`src/rtl/sd_buf_pkg.sv`:
```
// Shared types and defaults for the 1024-bit regfile buffer controller.
// Latency: n/a (declarations only).
// Backpressure: n/a (declarations only).
//
// Contents:
//   SD_WORD_W / SD_HALF_W : default streaming word width and regfile half width
//   state_t               : controller state encoding
//   is_upper()            : which regfile half a state addresses
package sd_buf_pkg;

    localparam int SD_WORD_W = 32;
    localparam int SD_HALF_W = 512;

    typedef enum logic [3:0] {
        FILL_LO,
        WR_LO,
        FILL_HI,
        WR_HI,
        RD_LO,
        LD_LO,
        DRAIN_LO,
        RD_HI,
        LD_HI,
        DRAIN_HI
    } state_t;

    // Every state belongs to exactly one half of the regfile; the select
    // line follows that half so the regfile sees a stable address for the
    // whole fill/write or read/load/drain phase.
    function automatic logic is_upper(input state_t st);
        return (st == FILL_HI) || (st == WR_HI) || (st == RD_HI) ||
               (st == LD_HI)   || (st == DRAIN_HI);
    endfunction

endpackage

```
`src/rtl/regfile_buf_ctrl.sv`:
```
// Streams a 1024-bit block in as words, writes it to a two-half regfile, reads it back and streams it out.
// Latency: last input word accepted in cycle N -> first output word valid in cycle N+4.
// Backpressure: in_ready only while filling; out_ready low freezes the drain word and counter.
//
// Ports:
//   clk, rst             : single rising-edge clock, synchronous active-high reset
//   in_valid/in_ready    : producer handshake, in_data is one WORD_W word
//   out_valid/out_ready  : consumer handshake, out_data is one WORD_W word
//   rf_rw, rf_sel        : regfile write strobe (1 = write) and half select (1 = upper)
//   rf_wdata, rf_rdata   : regfile half-width write and read data
//   blk_done             : pulses with the handshake of the final word of a block
module regfile_buf_ctrl
    import sd_buf_pkg::*;
#(
    parameter int WORD_W = SD_WORD_W,
    parameter int HALF_W = SD_HALF_W
) (
    input  logic              clk,
    input  logic              rst,
    input  logic              in_valid,
    input  logic [WORD_W-1:0] in_data,
    output logic              in_ready,
    output logic              out_valid,
    output logic [WORD_W-1:0] out_data,
    input  logic              out_ready,
    output logic              rf_rw,
    output logic              rf_sel,
    output logic [HALF_W-1:0] rf_wdata,
    input  logic [HALF_W-1:0] rf_rdata,
    output logic              blk_done
);

    localparam int WPH   = HALF_W / WORD_W;
    localparam int CNT_W = (WPH > 1) ? $clog2(WPH) : 1;
    localparam logic [CNT_W-1:0] LAST_IDX = CNT_W'(WPH - 1);

    state_t            state;
    logic [CNT_W-1:0]  wcnt;     // next assembly slot while filling
    logic [CNT_W-1:0]  rcnt;     // current drain slot while draining
    logic [HALF_W-1:0] asm_q;    // half being assembled from input words
    logic [HALF_W-1:0] drain_q;  // half read back from the regfile

    logic wlast;
    logic rlast;

    assign wlast = (wcnt == LAST_IDX);
    assign rlast = (rcnt == LAST_IDX);

    always_ff @(posedge clk) begin
        if (rst) begin
            state   <= FILL_LO;
            wcnt    <= '0;
            rcnt    <= '0;
            asm_q   <= '0;
            drain_q <= '0;
        end else begin
            case (state)
                FILL_LO, FILL_HI: begin
                    // in_ready is implied by these states, so in_valid alone
                    // marks an accepted word.
                    if (in_valid) begin
                        asm_q[int'(wcnt)*WORD_W +: WORD_W] <= in_data;
                        if (wlast) begin
                            wcnt  <= '0;
                            state <= (state == FILL_LO) ? WR_LO : WR_HI;
                        end else begin
                            wcnt <= wcnt + 1'b1;
                        end
                    end
                end
                WR_LO:  state <= FILL_HI;
                WR_HI:  state <= RD_LO;
                // Read address is presented for two cycles so a regfile with
                // either combinational or one-cycle registered read works.
                RD_LO:  state <= LD_LO;
                LD_LO: begin
                    drain_q <= rf_rdata;
                    state   <= DRAIN_LO;
                end
                RD_HI:  state <= LD_HI;
                LD_HI: begin
                    drain_q <= rf_rdata;
                    state   <= DRAIN_HI;
                end
                DRAIN_LO, DRAIN_HI: begin
                    if (out_ready) begin
                        if (rlast) begin
                            rcnt  <= '0;
                            state <= (state == DRAIN_LO) ? RD_HI : FILL_LO;
                        end else begin
                            rcnt <= rcnt + 1'b1;
                        end
                    end
                end
                default: begin
                    state <= FILL_LO;
                    wcnt  <= '0;
                    rcnt  <= '0;
                end
            endcase
        end
    end

    assign in_ready  = (state == FILL_LO) || (state == FILL_HI);
    assign rf_rw     = (state == WR_LO) || (state == WR_HI);
    assign rf_sel    = is_upper(state);
    assign rf_wdata  = asm_q;
    assign out_valid = (state == DRAIN_LO) || (state == DRAIN_HI);

    // Forced to zero outside the drain states so the bus is quiet while idle.
    assign out_data  = out_valid ? drain_q[int'(rcnt)*WORD_W +: WORD_W] : '0;

    // A reset in the same cycle as the final handshake abandons the block,
    // so it must not be reported as completed.
    assign blk_done  = !rst && (state == DRAIN_HI) && out_ready && rlast;

endmodule
```
`config.mk`:
```
export PLATFORM = sky130hd
export DESIGN_NAME = regfile_buf_ctrl
export DESIGN_NICKNAME = d
export VERILOG_FILES = /design/src/rtl/sd_buf_pkg.sv /design/src/rtl/regfile_buf_ctrl.sv
export SDC_FILE = /design/constraint.sdc
export NUM_CORES = 2
export LEC_CHECK = 0
export CAP_MARGIN = 20
export CORE_AREA = 3 3 431 433
export DETAILED_ROUTE_END_ITERATION = 8
export DIE_AREA = 0 0 434 436
export PLACE_DENSITY_LB_ADDON = 0.12
export SYNTH_ARGS = -nofsm -noshare
export SYNTH_HDL_FRONTEND = slang
export SYNTH_SLANG_ARGS = --single-unit
```
`constraint.sdc`:
```
create_clock -name clk -period 8.16 [get_ports clk]
set_clock_uncertainty 0.15 [all_clocks]
set_input_delay 1.632 -clock clk [delete_from_list [all_inputs] [get_ports clk]]
set_output_delay 1.632 -clock clk [all_outputs]
set_load 0.05 [all_outputs]
```
==> summary.md <==
| Metric | Value |
|---|---|
| Vias/cell | `4.91` |
| Hold-critical path depth | `2` |
| Core Region | `182000 µm²` |
| Finished Cell Area | `59400 µm²` |
| Num CTS Buffers | `132` |
| Skew-Pair Late Insertion Delay | `770 ps` |
| Port Buffers | `1096` |
| First-pass GRT wire length | `308000 µm` |
| Area delta synth->final | `41.0%` |
| Leakage | `18.8 nW` |
| Net Sw Power | `2.94 mW` |
| Largest net degree at the start of global routing | `206` |
| Final nets | `6292` |
| DIE HEIGHT | `436 µm` |
| Max Slew Vio Count | `0` |
| Switching Share | `25.0%` |
| Ys flop type | `dfxtp_1` |
| CP peak stage delay | `850 ps` |
| Synth cell count leaders | `nand2_1, dfxtp_1, a21oi_1, clkbuf_1, o21ai_1` |
| Register bit count reported by yosys | `1036` |
| Post-CTS Resized | `0` |
| Max Clk Rate | `0.168 GHz` |
| RSZ-0062 raised after global routing | `false` |
| Fin Setup TNS | `0 ps` |
| Synth top area share | `49.2%` |
| GRT Util Overall | `22.7%` |
| HP Class | `reg -> reg` |
| I/O pins | `1097` |
| Crit path kind | `reg -> out` |
| Critical path arrival | `4160 ps` |
| Clock sinks | `1036` |
| Gpl congestion | `0.841` |
| Top cells by area, synth | `dfxtp_1, nand2_1, a21oi_1` |
| Reg2reg start | `wcnt[0]` |
| Critical path required time | `6380 ps` |
| Post-synth net total | `5480` |
| Initial Util | `23.1%` |
| Flop pwr share | `43.2%` |
| Die width | `434 µm` |
| Slew margin rel. | `24.4%` |
| Max_cap viols | `0` |
| Worst Tran Pin Value | `1130 ps` |
| Crit. Startpoint | `rcnt[2]` |
| DP Wirelength | `156000 µm` |
| Final setup vio count | `0` |
| R2R depth | `7` |
| Placed inst area | `55000 µm²` |
| Hold_sp | `rf_wdata[357]` |
| Drc violations | `0` |
| Reg2reg setup slack | `4000 ps` |
| Row cnt | `157` |
| 1st-pass router iterations | `5` |
| Final worst path period need | `5940 ps` |
| Vias in the first global route | `38800` |
| Reg clk slew, reported paths | `60 ps` |
| Synth cell types | `52` |
| Routed vias | `40600` |
| Longest Clk Path Bufs | `3` |
| PnR worst setup slack | `2220 ps` |
| Root buf cell | `clkbuf_16` |
| Crit path max-delay cell type | `dfxtp_4` |
| Worst vdd ir | `0.000134 V` |
| Post-CTS setup buffers | `0` |
| Layout cell share with drive strength beyond 1 | `8.51%` |
| DP Worst Slack | `2270 ps` |
| DR WL/cell | `27.2 µm` |
| Worst-path cell chain | `buf_4, mux4_2, mux2_2, a221o_1, clkdlybuf4s50_1` |
| Syn_area_per_cell | `8.55 µm²` |
| Initial antenna violation count | `76` |
| Critical Path Start Type | `flip-flop` |
| Grt ovf | `0` |
| CTS Hold Bufs | `0` |
| FF-to-FF End | `rf_wdata[110]` |
| H-tree depth | `4` |
| Combinational share of power | `6.6%` |
| Cell Pwr Density | `198 nW/µm²` |
| Synth warn | `0` |
| Final Hold Fails | `0` |
| Internal power | `8.81 mW` |
| Crit Path Max Fanout | `48` |
| Final worst-path cycle share | `72.8%` |
| Status | `finished clean` |
| Register area share after synthesis | `49.2%` |
| Number of synthesized flops with an enable pin | `0` |
| CTS tree | `done` |
| Final ANT Viol Nets | `0` |
| Mapped Area | `42100 µm²` |
| Critical Path End Type | `output pin` |
| DIE AREA | `189000 µm²` |
| Post-Route WL | `225000 µm` |
| Total power | `11.7 mW` |
| Syn Inst Count | `4928` |
| Post-synthesis async set-or-reset flop share | `0%` |
| Most area-hungry cell type in the Yosys netlist | `dfxtp_1` |
| Worst Setup EP | `out_data[27]` |
| Most frequent cell after synthesis | `nand2_1` |
| Clk pwr share | `50.2%` |
| Starting DRT DRC Count | `3406` |
-- power groups by stage --
stage | Sequential, mW | Combinational [mW] | Clock, mW
finish | 5.07 | 0.777 | 5.90
floorplan | 5.21 | 0.233 | 0
CTS | 5.07 | 0.779 | 6.07
global route | 5.07 | 0.808 | 6.26
detailed placement | 5.18 | 0.777 | 0
global placement | 5.18 | 0.780 | 0
-- registers in the layout, indices dropped and copies added (netlist names) --
| name | cells |
|---|---|
| drain_q | 512 |
| rcnt | 4 |
| rf_wdata | 512 |
| state | 4 |
| wcnt | 4 |
-- worst min path at each step --
stage,end,slack (ps)
floorplan,drain_q[128],280
detailed placement,drain_q[244],290
CTS,rf_wdata[16],300
global placement,drain_q[456],290
global route,drain_q[300],320
finish,rf_wdata[357],300
-- cell usage in the layout (no fill, tap or decap), types with 4 or more instances in the layout --
cell type           n
nand3b_1           65
inv_1               8
nor2_1             12
mux2_2             32
clkdlybuf4s50_1  1089
nor3_1              5
clkbuf_1           37
nand3_1           133
a22o_1             32
buf_4              81
nand2_1          1230
clkbuf_8           32
clkinv_8            5
nand2b_1          160
o21ai_1           287
nand4_1           234
clkinv_2            9
nor3_2              8
ha_1                4
nor2b_1            34
dfxtp_1          1033
a221o_1            32
mux4_2            128
mux2i_1            65
diode_2            42
a21oi_1           843
buf_2               6
clkbuf_16         134
buf_12              9
inv_16              4
and4_2              4
or3_1               4
-- worst max-delay path, delay by kind of cell, from the launching register on --
family	cells	cell delay (ps)
AOI/OAI and AO/OA	1	470
DFF	1	850
buffers and inverters	2	1270
muxes	2	690
-- per-stage QoR --
stage	std cells	hold slack, ps	utilization, %
finish	8264	300	32.6
global route	8243	315	32.5
CTS	8222	300	32.5
detailed placement	7991	293	30.1
global placement	7991	289	30.1
floorplan	4928	283	-
-- per-layer routing --
metal  wire (µm)  global-route usage [%]
met1       91900                    27.8
met2      109000                    38.2
met3       13300                    4.76
met4       10200                    10.3
met5         107                       0
-- cell type report --
type / count / area, µm²
fill: 19300 / 123000
sequential: 1036 / 20800
multi-input combinational: 3374 / 19500
timing repair buffer: 1186 / 11700
clock buffer: 203 / 3930
tap: 2385 / 2980
clock inverter: 28 / 375
antenna: 42 / 105
inverter: 10 / 37.5
-- cells by family after synthesis --
logic type	after synthesis	synth area share, %
AND/OR/NAND/NOR	1929	21.2
AO/OA/AOI/OAI	1212	15.1
flip-flops	1036	49.2
buffers and inverters	518	4.98
multiplexers	225	9.24
XOR/XNOR	4	0.0832
adder cells (fa/ha/maj)	4	0.119
Note: power is estimated with default switching activity, not from simulation.
